$ cat src/rtl/chirp_ctrl_pkg.sv
// Shared types and constants for the chirp burst sequencer and its counters.
package chirp_ctrl_pkg;

  localparam int CHIRP_IDX_W      = 16;
  localparam int DEFAULT_ADC_TAIL = 2;

  localparam logic [2:0] ST_IDLE     = 3'd0;
  localparam logic [2:0] ST_ARM      = 3'd1;
  localparam logic [2:0] ST_WAIT_RDY = 3'd2;
  localparam logic [2:0] ST_RUN      = 3'd3;
  localparam logic [2:0] ST_TAIL     = 3'd4;
  localparam logic [2:0] ST_GAP      = 3'd5;

  typedef enum logic [2:0] {
    SEQ_IDLE     = ST_IDLE,
    SEQ_ARM      = ST_ARM,
    SEQ_WAIT_RDY = ST_WAIT_RDY,
    SEQ_RUN      = ST_RUN,
    SEQ_TAIL     = ST_TAIL,
    SEQ_GAP      = ST_GAP
  } chirp_seq_state_t;

  // A burst of zero chirps runs as a single chirp.
  function automatic logic [CHIRP_IDX_W-1:0] last_chirp_index(input logic [CHIRP_IDX_W-1:0] n);
    return (n == '0) ? '0 : n - CHIRP_IDX_W'(1);
  endfunction

endpackage

$ cat src/rtl/down_counter.sv
// Loadable down counter that saturates at zero; zero_o reflects the registered count.
module down_counter #(
  parameter int WIDTH = 8
) (
  input  logic             clk_i,
  input  logic             rst_i,
  input  logic             load_i,
  input  logic [WIDTH-1:0] load_val_i,
  input  logic             en_i,
  output logic             zero_o
);

  logic [WIDTH-1:0] cnt_q, cnt_d;

  always_comb begin
    cnt_d = cnt_q;
    if (load_i) begin
      cnt_d = load_val_i;
    end else if (en_i && (cnt_q != '0)) begin
      cnt_d = cnt_q - WIDTH'(1);
    end
  end

  always_ff @(posedge clk_i) begin
    if (rst_i) begin
      cnt_q <= '0;
    end else begin
      cnt_q <= cnt_d;
    end
  end

  assign zero_o = (cnt_q == '0);

endmodule

$ cat src/rtl/chirp_burst_sequencer.sv
// Steps the chirp DDS and ADC capture window through a burst of chirps with
// DDS tail hold, inter-chirp gap, ready timeout, abort and FIFO throttling.
module chirp_burst_sequencer
  import chirp_ctrl_pkg::*;
#(
  parameter int ADC_TAIL      = DEFAULT_ADC_TAIL,
  parameter int READY_TIMEOUT = 1024,
  parameter int GAP_WIDTH     = 32
) (
  input  logic                   clk_245_i,
  input  logic                   clk_245_rst_i,
  input  logic                   start_i,
  input  logic                   abort_i,
  input  logic                   continuous_i,
  input  logic [CHIRP_IDX_W-1:0] num_chirps_i,
  input  logic [GAP_WIDTH-1:0]   gap_cycles_i,
  input  logic                   chirp_ready_i,
  input  logic                   chirp_done_i,
  input  logic                   chirp_active_i,
  input  logic                   adc_fifo_almost_full_i,
  output logic                   chirp_init_o,
  output logic                   chirp_enable_o,
  output logic                   adc_enable_o,
  output logic                   busy_o,
  output logic                   burst_done_o,
  output logic                   timeout_err_o,
  output logic [CHIRP_IDX_W-1:0] chirp_index_o
);

  localparam int TO_W      = $clog2(READY_TIMEOUT + 1);
  localparam int TAIL_W    = $clog2(ADC_TAIL + 2);
  // Counters exit on zero, so they are loaded with one less than the hold length.
  localparam int TAIL_LOAD = (ADC_TAIL > 0) ? ADC_TAIL - 1 : 0;

  chirp_seq_state_t       state_q, state_d;
  logic [CHIRP_IDX_W-1:0] num_q, num_d;
  logic [GAP_WIDTH-1:0]   gap_q, gap_d;
  logic [CHIRP_IDX_W-1:0] idx_q, idx_d;
  logic                   abort_pend_q, abort_pend_d;
  logic                   to_err_q, to_err_d;
  logic                   chirp_init_q, chirp_init_d;
  logic                   burst_done_q, burst_done_d;
  logic                   chirp_en_q, adc_en_q, busy_q;

  logic to_load, to_en, to_zero;
  logic tail_load, tail_en, tail_zero;
  logic gap_load, gap_en, gap_zero;
  logic abort_now, last_chirp;

  down_counter #(.WIDTH(TO_W)) u_timeout_cnt (
    .clk_i      (clk_245_i),
    .rst_i      (clk_245_rst_i),
    .load_i     (to_load),
    .load_val_i (TO_W'(READY_TIMEOUT)),
    .en_i       (to_en),
    .zero_o     (to_zero)
  );

  down_counter #(.WIDTH(TAIL_W)) u_tail_cnt (
    .clk_i      (clk_245_i),
    .rst_i      (clk_245_rst_i),
    .load_i     (tail_load),
    .load_val_i (TAIL_W'(TAIL_LOAD)),
    .en_i       (tail_en),
    .zero_o     (tail_zero)
  );

  down_counter #(.WIDTH(GAP_WIDTH)) u_gap_cnt (
    .clk_i      (clk_245_i),
    .rst_i      (clk_245_rst_i),
    .load_i     (gap_load),
    .load_val_i (gap_q - GAP_WIDTH'(1)),
    .en_i       (gap_en),
    .zero_o     (gap_zero)
  );

  assign abort_now  = abort_i | abort_pend_q;
  assign last_chirp = !continuous_i && (idx_q == last_chirp_index(num_q));

  always_comb begin
    state_d      = state_q;
    num_d        = num_q;
    gap_d        = gap_q;
    idx_d        = idx_q;
    abort_pend_d = abort_pend_q;
    to_err_d     = to_err_q;
    chirp_init_d = 1'b0;
    burst_done_d = 1'b0;
    to_load      = 1'b0;
    to_en        = 1'b0;
    tail_load    = 1'b0;
    tail_en      = 1'b0;
    gap_load     = 1'b0;
    gap_en       = 1'b0;
    unique case (state_q)
      SEQ_IDLE: begin
        abort_pend_d = 1'b0;
        if (start_i) begin
          num_d    = num_chirps_i;
          gap_d    = gap_cycles_i;
          idx_d    = '0;
          to_err_d = 1'b0;
          state_d  = SEQ_ARM;
        end
      end
      SEQ_ARM: begin
        if (abort_now) begin
          burst_done_d = 1'b1;
          state_d      = SEQ_IDLE;
        end else if (!adc_fifo_almost_full_i) begin
          chirp_init_d = 1'b1;
          to_load      = 1'b1;
          state_d      = SEQ_WAIT_RDY;
        end
      end
      SEQ_WAIT_RDY: begin
        if (abort_now) begin
          burst_done_d = 1'b1;
          state_d      = SEQ_IDLE;
        end else if (chirp_ready_i) begin
          state_d = SEQ_RUN;
        end else if (to_zero) begin
          to_err_d     = 1'b1;
          burst_done_d = 1'b1;
          state_d      = SEQ_IDLE;
        end else begin
          to_en = 1'b1;
        end
      end
      SEQ_RUN: begin
        // Abort closes the chirp like a done so the capture tail is never cut short.
        if (chirp_done_i || abort_i) begin
          abort_pend_d = abort_pend_q | abort_i;
          tail_load    = 1'b1;
          state_d      = SEQ_TAIL;
        end
      end
      SEQ_TAIL: begin
        abort_pend_d = abort_now;
        if (!tail_zero) begin
          tail_en = 1'b1;
        end else if (last_chirp || abort_now) begin
          burst_done_d = 1'b1;
          state_d      = SEQ_IDLE;
        end else begin
          idx_d = idx_q + CHIRP_IDX_W'(1);
          if (gap_q == '0) begin
            state_d = SEQ_ARM;
          end else begin
            gap_load = 1'b1;
            state_d  = SEQ_GAP;
          end
        end
      end
      SEQ_GAP: begin
        if (abort_now) begin
          burst_done_d = 1'b1;
          state_d      = SEQ_IDLE;
        end else if (gap_zero) begin
          state_d = SEQ_ARM;
        end else begin
          gap_en = 1'b1;
        end
      end
      default: state_d = SEQ_IDLE;
    endcase
  end

  always_ff @(posedge clk_245_i) begin
    if (clk_245_rst_i) begin
      state_q      <= SEQ_IDLE;
      num_q        <= '0;
      gap_q        <= '0;
      idx_q        <= '0;
      abort_pend_q <= 1'b0;
      to_err_q     <= 1'b0;
      chirp_init_q <= 1'b0;
      burst_done_q <= 1'b0;
      chirp_en_q   <= 1'b0;
      adc_en_q     <= 1'b0;
      busy_q       <= 1'b0;
    end else begin
      state_q      <= state_d;
      num_q        <= num_d;
      gap_q        <= gap_d;
      idx_q        <= idx_d;
      abort_pend_q <= abort_pend_d;
      to_err_q     <= to_err_d;
      chirp_init_q <= chirp_init_d;
      burst_done_q <= burst_done_d;
      chirp_en_q   <= (state_d == SEQ_RUN);
      adc_en_q     <= (state_d == SEQ_RUN) || (state_d == SEQ_TAIL);
      busy_q       <= (state_d != SEQ_IDLE);
    end
  end

  assign chirp_init_o   = chirp_init_q;
  assign chirp_enable_o = chirp_en_q;
  assign adc_enable_o   = adc_en_q;
  assign busy_o         = busy_q;
  assign burst_done_o   = burst_done_q;
  assign timeout_err_o  = to_err_q;
  assign chirp_index_o  = idx_q;

  a_active_in_run: assert property (@(posedge clk_245_i) disable iff (clk_245_rst_i)
    chirp_active_i |-> (state_q == SEQ_RUN || state_q == SEQ_TAIL));

endmodule

$ cat config.mk
export PLATFORM = sky130hd
export DESIGN_NAME = chirp_burst_sequencer
export DESIGN_NICKNAME = d
export VERILOG_FILES = /design/src/rtl/chirp_ctrl_pkg.sv /design/src/rtl/down_counter.sv /design/src/rtl/chirp_burst_sequencer.sv
export SDC_FILE = /design/constraint.sdc
export NUM_CORES = 1
export LEC_CHECK = 0
export ABC_AREA = 1
export BUFFER_PORTS_ARGS = -buffer_cell sky130_fd_sc_hd__buf_2
export CORE_ASPECT_RATIO = 0.5
export CORE_UTILIZATION = 35
export DETAILED_ROUTE_END_ITERATION = 6
export SYNTH_ARGS = -nofsm -noshare
export SYNTH_HDL_FRONTEND = slang
export SYNTH_SLANG_ARGS = --single-unit
$ cat constraint.sdc
create_clock -name clk_245_i -period 4.65 [get_ports clk_245_i]
set_clock_uncertainty 0.1 [all_clocks]
set_input_delay 0.93 -clock clk_245_i [delete_from_list [all_inputs] [get_ports clk_245_i]]
set_output_delay 0.93 -clock clk_245_i [all_outputs]
set_load 0.05 [all_outputs]
==> results of run 1 <==
## critical path: stages (launching register included)
cell,delay [ns]
sky130_fd_sc_hd__dfxtp_1,0.29
sky130_fd_sc_hd__inv_1,0.16
sky130_fd_sc_hd__ha_1,0.29
sky130_fd_sc_hd__nand2_2,0.14
sky130_fd_sc_hd__nor2_2,0.13
sky130_fd_sc_hd__nand2_2,0.30
sky130_fd_sc_hd__nand2_1,0.17
sky130_fd_sc_hd__nor2_1,0.05
sky130_fd_sc_hd__nor2_1,0.13
sky130_fd_sc_hd__nor2_1,0.05
sky130_fd_sc_hd__nand3_1,0.09
sky130_fd_sc_hd__nor2_2,0.05
sky130_fd_sc_hd__nand2_4,0.08
sky130_fd_sc_hd__buf_4,0.34
sky130_fd_sc_hd__nand2_1,0.09
sky130_fd_sc_hd__nand2_1,0.09
sky130_fd_sc_hd__nand2_1,0.29
sky130_fd_sc_hd__nor2_1,0.32
sky130_fd_sc_hd__nand2_1,0.10
sky130_fd_sc_hd__nor2_1,0.18
sky130_fd_sc_hd__nand3_1,0.12
sky130_fd_sc_hd__nor2_1,0.15
sky130_fd_sc_hd__xnor2_1,0.14
sky130_fd_sc_hd__nor2_1,0.05
## flip-flops by register name (all words and copies together), names as in the netlist
| name | count |
|---|---|
| chirp_init_o | 1 |
| num_q | 16 |
| chirp_enable_o | 1 |
| adc_enable_o | 1 |
| timeout_err_o | 1 |
| burst_done_o | 1 |
| busy_o | 1 |
| abort_pend_q | 1 |
| u_gap_cnt.cnt_q | 32 |
| u_timeout_cnt.cnt_q | 11 |
| chirp_index_o | 16 |
| state_q | 3 |
| gap_q | 32 |
| u_tail_cnt.cnt_q | 2 |
## how the worst max path moves through the flow
stage,endpoint
final,chirp_index_o[11]
after global routing,u_gap_cnt.cnt_q[25]
after CTS,chirp_index_o[11]
after detailed placement,chirp_index_o[11]
after global placement,chirp_index_o[11]
after floorplan,u_gap_cnt.cnt_q[20]
## per-stage QoR
stage,worst slack [ns],cell area (um^2)
after floorplan,1.48,7210
after global placement,0.791,7780
after detailed placement,0.685,7780
after CTS,0.670,8350
after global routing,0.182,8350
final,0.631,8350
## placed cells by master (no fill, tap or decap), types with 3 or more instances in the layout
master	n
sky130_fd_sc_hd__clkbuf_16	17
sky130_fd_sc_hd__o21ai_0	96
sky130_fd_sc_hd__clkinvlp_4	5
sky130_fd_sc_hd__a31oi_1	7
sky130_fd_sc_hd__o21bai_1	11
sky130_fd_sc_hd__nand2_1	272
sky130_fd_sc_hd__nor2_1	105
sky130_fd_sc_hd__nor3_1	14
sky130_fd_sc_hd__nor4_1	14
sky130_fd_sc_hd__buf_2	77
sky130_fd_sc_hd__xor2_1	10
sky130_fd_sc_hd__nand2_2	14
sky130_fd_sc_hd__nor2_2	14
sky130_fd_sc_hd__nor2_4	10
sky130_fd_sc_hd__buf_4	10
sky130_fd_sc_hd__inv_1	182
sky130_fd_sc_hd__dfxtp_1	119
sky130_fd_sc_hd__ha_1	5
sky130_fd_sc_hd__inv_6	3
sky130_fd_sc_hd__a21oi_1	75
sky130_fd_sc_hd__a211oi_1	4
sky130_fd_sc_hd__nand3_1	75
sky130_fd_sc_hd__nand4_1	51
## cell families after synthesis
kind of cell	Yosys count	share of synthesized area (%)
AO/OA/AOI/OAI	201	14.9
XOR/XNOR	11	1.34
adder cells (fa/ha/maj)	5	0.868
buffers and inverters	230	12.9
flip-flops	119	33.0
AND/OR/NAND/NOR	583	37.0
## layout make-up
class	instances	area (um^2)
clock buffers	19	453
clock inverters	13	121
fillers	2110	11500
inverters	185	694
multi-input cells	800	3910
flip-flops and latches	119	2380
well taps	266	333
repair buffers	87	460
## power breakdown
part | internal (mW) | total [mW] | switching, mW
Sequential | 1.06 | 1.10 | 0.0314
Clock | 0.767 | 1.29 | 0.523
Combinational | 0.115 | 0.353 | 0.238
## layer usage
metal,up-vias,global-route usage (%),routed length (um)
met5,-,0,0
met2,142,33.3,8960
met4,0,5.64,265
li1,3852,-,-
met1,3399,26.2,9740
met3,20,3.60,844
==> out/metrics.yaml, run 1 <==
layout_min_cycle_time_ns: 4.02
reg2regPathDepth: 23
slew_headroom_pct: 50.3
post-route-util_pct: 42.1
detail_route.drc_violations: 0
clock_tree.buffer_depth: 2
syn-num-nets: 1211
via_count_of_the_first_global_routing_pass: 6812
crit_path_start_kind: "flip-flop"
worstHoldPathCells: 2
count_leader_synth: "sky130_fd_sc_hd__nand2_1"
synth_ff_type: "sky130_fd_sc_hd__dfxtp_1"
fp.dieW_um: 205
endpoint_kind: "flip-flop"
final.setup.tns_ns: 0
die_height_um: 103
track_usage_pct: 19.8
fmax_mhz: 249
die_area_mm2: 0.0212
power.static_leakage_nw: 4.49
ctsResizeCount: 0
crit_arrival_ns: 4.22
pwr_density_cell_mw_per_mm2: 328
layout-drive-gt1-share_pct: 13.6
end_of_the_worst_register_to_register_path: "chirp_index_o[11]"
r2r_slack_ns: 0.63
holdWs_ns: 0.355
fin_crit_sh_pct: 86.4
clk_pin_slew_worst_paths_ns: 0.06
ys_seq_area_share_pct: 33.0
place_hpwl_um: 14900
timing.final.setup_violations: 0
synth_enable_flop_cells: 0
io_pins: 79
initial_antenna_violation_count: 0
worst_path_class_setup: "reg -> reg"
numnets_final: 1272
htree_num_levels: 4
cap_viol_max_count: 0
clock_insertion_delay_worst_skew_ns: 0.42
grt_max_degree: 91
critPathMaxFanout: 35
outcome: "complete, no violations"
tritoncts: "built"
hold_start: "timeout_err_o"
crit_required_ns: 4.85
grt_first_pass_wirelength_um: 33100
post_cts.repair.setup_buffers: 0
grt_remaining_overflow: 0
root_buffer: "sky130_fd_sc_hd__clkbuf_16"
ys.warnings.count: 0
rows: 36
synth_largest_type_area_fraction_pct: 33.0
tightestPinTransition_ns: 0.739
regToRegStartpoint: "num_q[0]"
coreArea_mm2: 0.0198
post-place-cells: 1457
cts_sinks: 119
via_per_inst: 4.98
cts_inserted_buffers: 17
routedWlPerCell_um: 13.3
area_growth_syn_to_layout_pct: 15.8
p_total_mw: 2.74
rsz0062_at_grt: "false"
floorplan.initialDensity_pct: 36.4
holdCritPathClass: "reg -> reg"
drv_slew: 0
postSynthCellCount: 1149
drt.antenna.violating_nets: 0
final-hold-violation-count: 0
final_cell_count_no_fill: 1489
synth_common_cells: "272 x sky130_fd_sc_hd__nand2_1, 183 x sky130_fd_sc_hd__inv_1, 119 x sky130_fd_sc_hd__dfxtp_1"
globalplace.congestion: 0.894
post-synth-top-area-cell: "sky130_fd_sc_hd__dfxtp_1"
route.vias.total: 7413
wl_um: 19800
post_synth_main_area_contributors: "sky130_fd_sc_hd__dfxtp_1 33%, sky130_fd_sc_hd__nand2_1 14%, sky130_fd_sc_hd__inv_1 9.5%, sky130_fd_sc_hd__o21ai_0 6.7%, sky130_fd_sc_hd__nor2_1 5.5%"
synth_seq_cells: 119
avgSynthCellArea_um2: 6.28
postSynth.asyncResetShare_pct: 0
cts_hold_buffers: 0
post_synth_num_cell_types: 43
detailedRoute.firstIterationViolations: 486
endpoint_of_the_worst_hold_path: "timeout_err_o"
place.port_buffers: 77
worstSetupStartpoint: "num_q[0]"
antenna_fix_cells: 0
syn_std_cell_area_mm2: 0.00721
power.ir.vdd_worst_v: 0.000205
dr.pass1.iters: 5
Note: power is estimated with default switching activity, not from simulation.
==> run 2, diff against run 1 <==
- CORE_UTILIZATION: 35 -> 25
==> run 2 against run 1 <==
Against the previous run:
- setup slack improved by 0.044 ns
- non-clock buffer count fell by 2
- highest routed layer unchanged
- clock power rose by 9%
- core utilization fell by 12 points
- wire length fell by 0.22%
- critical path type unchanged
- critical path depth did not move
- largest cell class unchanged
==> out/metrics.yaml, run 2 (same netlist as run 1, synthesis figures left out) <==
power.static_leakage_nw: 4.52  # +0.57%
fp.dieW_um: 242  # +18%
power.ir.vdd_worst_v: 0.000283  # +38%
endpoint_of_the_worst_hold_path: "timeout_err_o"
die_height_um: 122  # +18%
pwr_density_cell_mw_per_mm2: 333  # +1.6%
share_seq_of_total_power_pct: 38.5  # -1.5 points
die_area_mm2: 0.0296  # +39%
endpoint_kind: "flip-flop"
cp_slowest_stage_delay_ns: 0.35  # about the same
count_of_buffering_cells_on_the_critical_path_with_inverters_included: 2  # unchanged
final.setup.tns_ns: 0  # unchanged
clock_insertion_delay_worst_skew_ns: 0.43  # about the same
htree_num_levels: 4  # unchanged
layout_min_cycle_time_ns: 3.98  # -0.0436 ns
globalplace.congestion: 0.895  # about the same
area_growth_syn_to_layout_pct: 18.5
grt_remaining_overflow: 0  # unchanged
cp_common_cell: "sky130_fd_sc_hd__nand2_1"
proportion_of_total_power_due_to_net_switching_pct: 26.2  # -2.7 points
worst_path_class_setup: "reg -> reg"
fmax_mhz: 252  # +1.1%
clk_pin_slew_worst_paths_ns: 0.05  # about the same
routedWlPerCell_um: 12.3  # -7.3%
grt_first_pass_wirelength_um: 32800  # -0.94%
layout.cells.most_common_list: "272 x sky130_fd_sc_hd__nand2_1, 182 x sky130_fd_sc_hd__inv_1, 119 x sky130_fd_sc_hd__dfxtp_1, 105 x sky130_fd_sc_hd__nor2_1, 96 x sky130_fd_sc_hd__o21ai_0"
crit_required_ns: 4.92  # +0.07 ns
reg2regPathDepth: 23  # unchanged
timing.final.setup_violations: 0  # unchanged
crit_path_top_delay_cell: "sky130_fd_sc_hd__buf_4"
post-place-cells: 1571  # +7.8%
io_pins: 79  # unchanged
holdCritPathClass: "reg -> reg"
power.switching_mw: 0.746  # -5.8%
internal_power_mw: 2.10  # +7.9%
hold_start: "timeout_err_o"
crit_path_start_kind: "flip-flop"
final_common_cell: "sky130_fd_sc_hd__nand2_1"
wl_um: 19800  # -0.22%
critPathMaxFanout: 35  # unchanged
slew_headroom_pct: 29.6  # -21 points
power.clock.fraction_pct: 49.0  # +1.9 points
crit_arrival_ns: 4.24  # +0.02 ns
post_cts.repair.setup_buffers: 0  # unchanged
detail_route.drc_violations: 0  # unchanged
final_cell_count_no_fill: 1603  # +7.7%
crit_path_cell_trace: "inv_1, ha_1, nand2_2, nor2_2, nand2_2, nand2_1, nor2_1, nor2_1, nor2_1, nand3_1, nor2_2, nand2_4, buf_4, nand2_1, nand2_1, nand2_1, nor3_2, nand3_1, nor2_1, nand2_1, o21ai_0, nand2_1, nor2_1"
coreArea_mm2: 0.0280  # +41%
root_buffer: "sky130_fd_sc_hd__clkbuf_16"
fin_crit_sh_pct: 85.5  # -0.94 points
outcome: "complete, no violations"
via_count_of_the_first_global_routing_pass: 6730  # -1.2%
cts_sinks: 119  # unchanged
final-hold-violation-count: 0  # unchanged
critPathTopFamily: "simple AND/OR/NAND/NOR gates"
initial_antenna_violation_count: 0  # unchanged
place.port_buffers: 77  # unchanged
rsz0062_at_grt: "false"
grt_max_degree: 85  # -6.6%
clock_tree.buffer_depth: 2  # unchanged
drv_slew: 0  # unchanged
detailedRoute.firstIterationViolations: 411  # -15%
route.vias.total: 7177  # -3.2%
rows: 43  # +19%
worstHoldPathCells: 2  # unchanged
drt.antenna.violating_nets: 0  # unchanged
antenna_fix_cells: 0  # unchanged
place_hpwl_um: 14800  # -0.47%
tritoncts: "built"
biggestRegsByFlops: "gap_q: 32 flops, u_gap_cnt.cnt_q: 32 flops"
regToRegStartpoint: "num_q[0]"
floorplan.initialDensity_pct: 25.7  # -11 points
ctsResizeCount: 0  # unchanged
cap_viol_max_count: 0  # unchanged
tightestPinTransition_ns: 1.05  # +0.316 ns
numnets_final: 1270  # -0.16%
r2r_slack_ns: 0.67  # +0.04 ns
power_frac_comb_pct: 12.5  # -0.4 points
via_per_inst: 4.48  # -10%
cts_inserted_buffers: 17  # unchanged
end_of_the_worst_register_to_register_path: "chirp_index_o[14]"
layout-drive-gt1-share_pct: 13.1  # -0.47 points
cts_hold_buffers: 0  # unchanged
track_usage_pct: 14.1  # -5.7 points
dr.pass1.iters: 5  # unchanged
[run 2: per-stage QoR]
stage                     util (%)  instance area [um^2]  setup WS (ns)  total power [mW]  hold slack, ns
after floorplan                  -                  7210           1.48              1.37           0.341
after global placement        28.3                  7930          0.682              1.47           0.339
after detailed placement      28.3                  7930          0.679              1.47           0.341
after CTS                     30.5                  8540          0.657              2.88           0.349
after global routing          30.5                  8540          0.158              2.98           0.390
final                         30.5                  8540          0.674              2.85           0.345
[run 2: worst max path at each step]
stage / end / depth (start not counted) / from
2_1_floorplan: u_gap_cnt.cnt_q[20] / 30 / num_q[0]
3_3_place_gp: chirp_index_o[11] / 23 / num_q[0]
3_5_place_dp: chirp_index_o[11] / 23 / num_q[0]
4_1_cts: chirp_index_o[11] / 23 / num_q[0]
5_1_grt: chirp_index_o[14] / 23 / num_q[0]
6_report: chirp_index_o[14] / 23 / num_q[0]
[run 2: worst min-delay path: stages, from the launching register on]
cell and delay, ns:
sky130_fd_sc_hd__dfxtp_1 0.30, sky130_fd_sc_hd__inv_1 0.04, sky130_fd_sc_hd__a21oi_1 0.05
[run 2: power groups by stage]
stage / clock, mW / combinational [mW] / sequential, mW
after detailed placement: 0 / 0.358 / 1.12
after global placement: 0 / 0.355 / 1.12
final: 1.40 / 0.356 / 1.10
after CTS: 1.43 / 0.360 / 1.10
after floorplan: 0 / 0.250 / 1.12
after global routing: 1.47 / 0.411 / 1.10
[run 2: layout make-up]
| cell class | count | area, um^2 |
|---|---|---|
| sequential | 119 | 2380 |
| tap | 382 | 478 |
| fill | 3117 | 19500 |
| clock buffer | 23 | 468 |
| clock inverter | 9 | 148 |
| multi-input combinational | 800 | 3910 |
| timing repair buffer | 85 | 458 |
| inverter | 185 | 694 |
[run 2: metal layers]
metal / routed length (um) / global-route usage (%) / vias up / share of wire [%]
li1: - / - / 3837 / -
met1: 9590 / 17.5 / 3210 / 49
met2: 9050 / 23.7 / 101 / 46
met3: 728 / 3.13 / 29 / 3.7
met4: 402 / 5.50 / 0 / 2.0
met5: 0 / 0 / - / 0
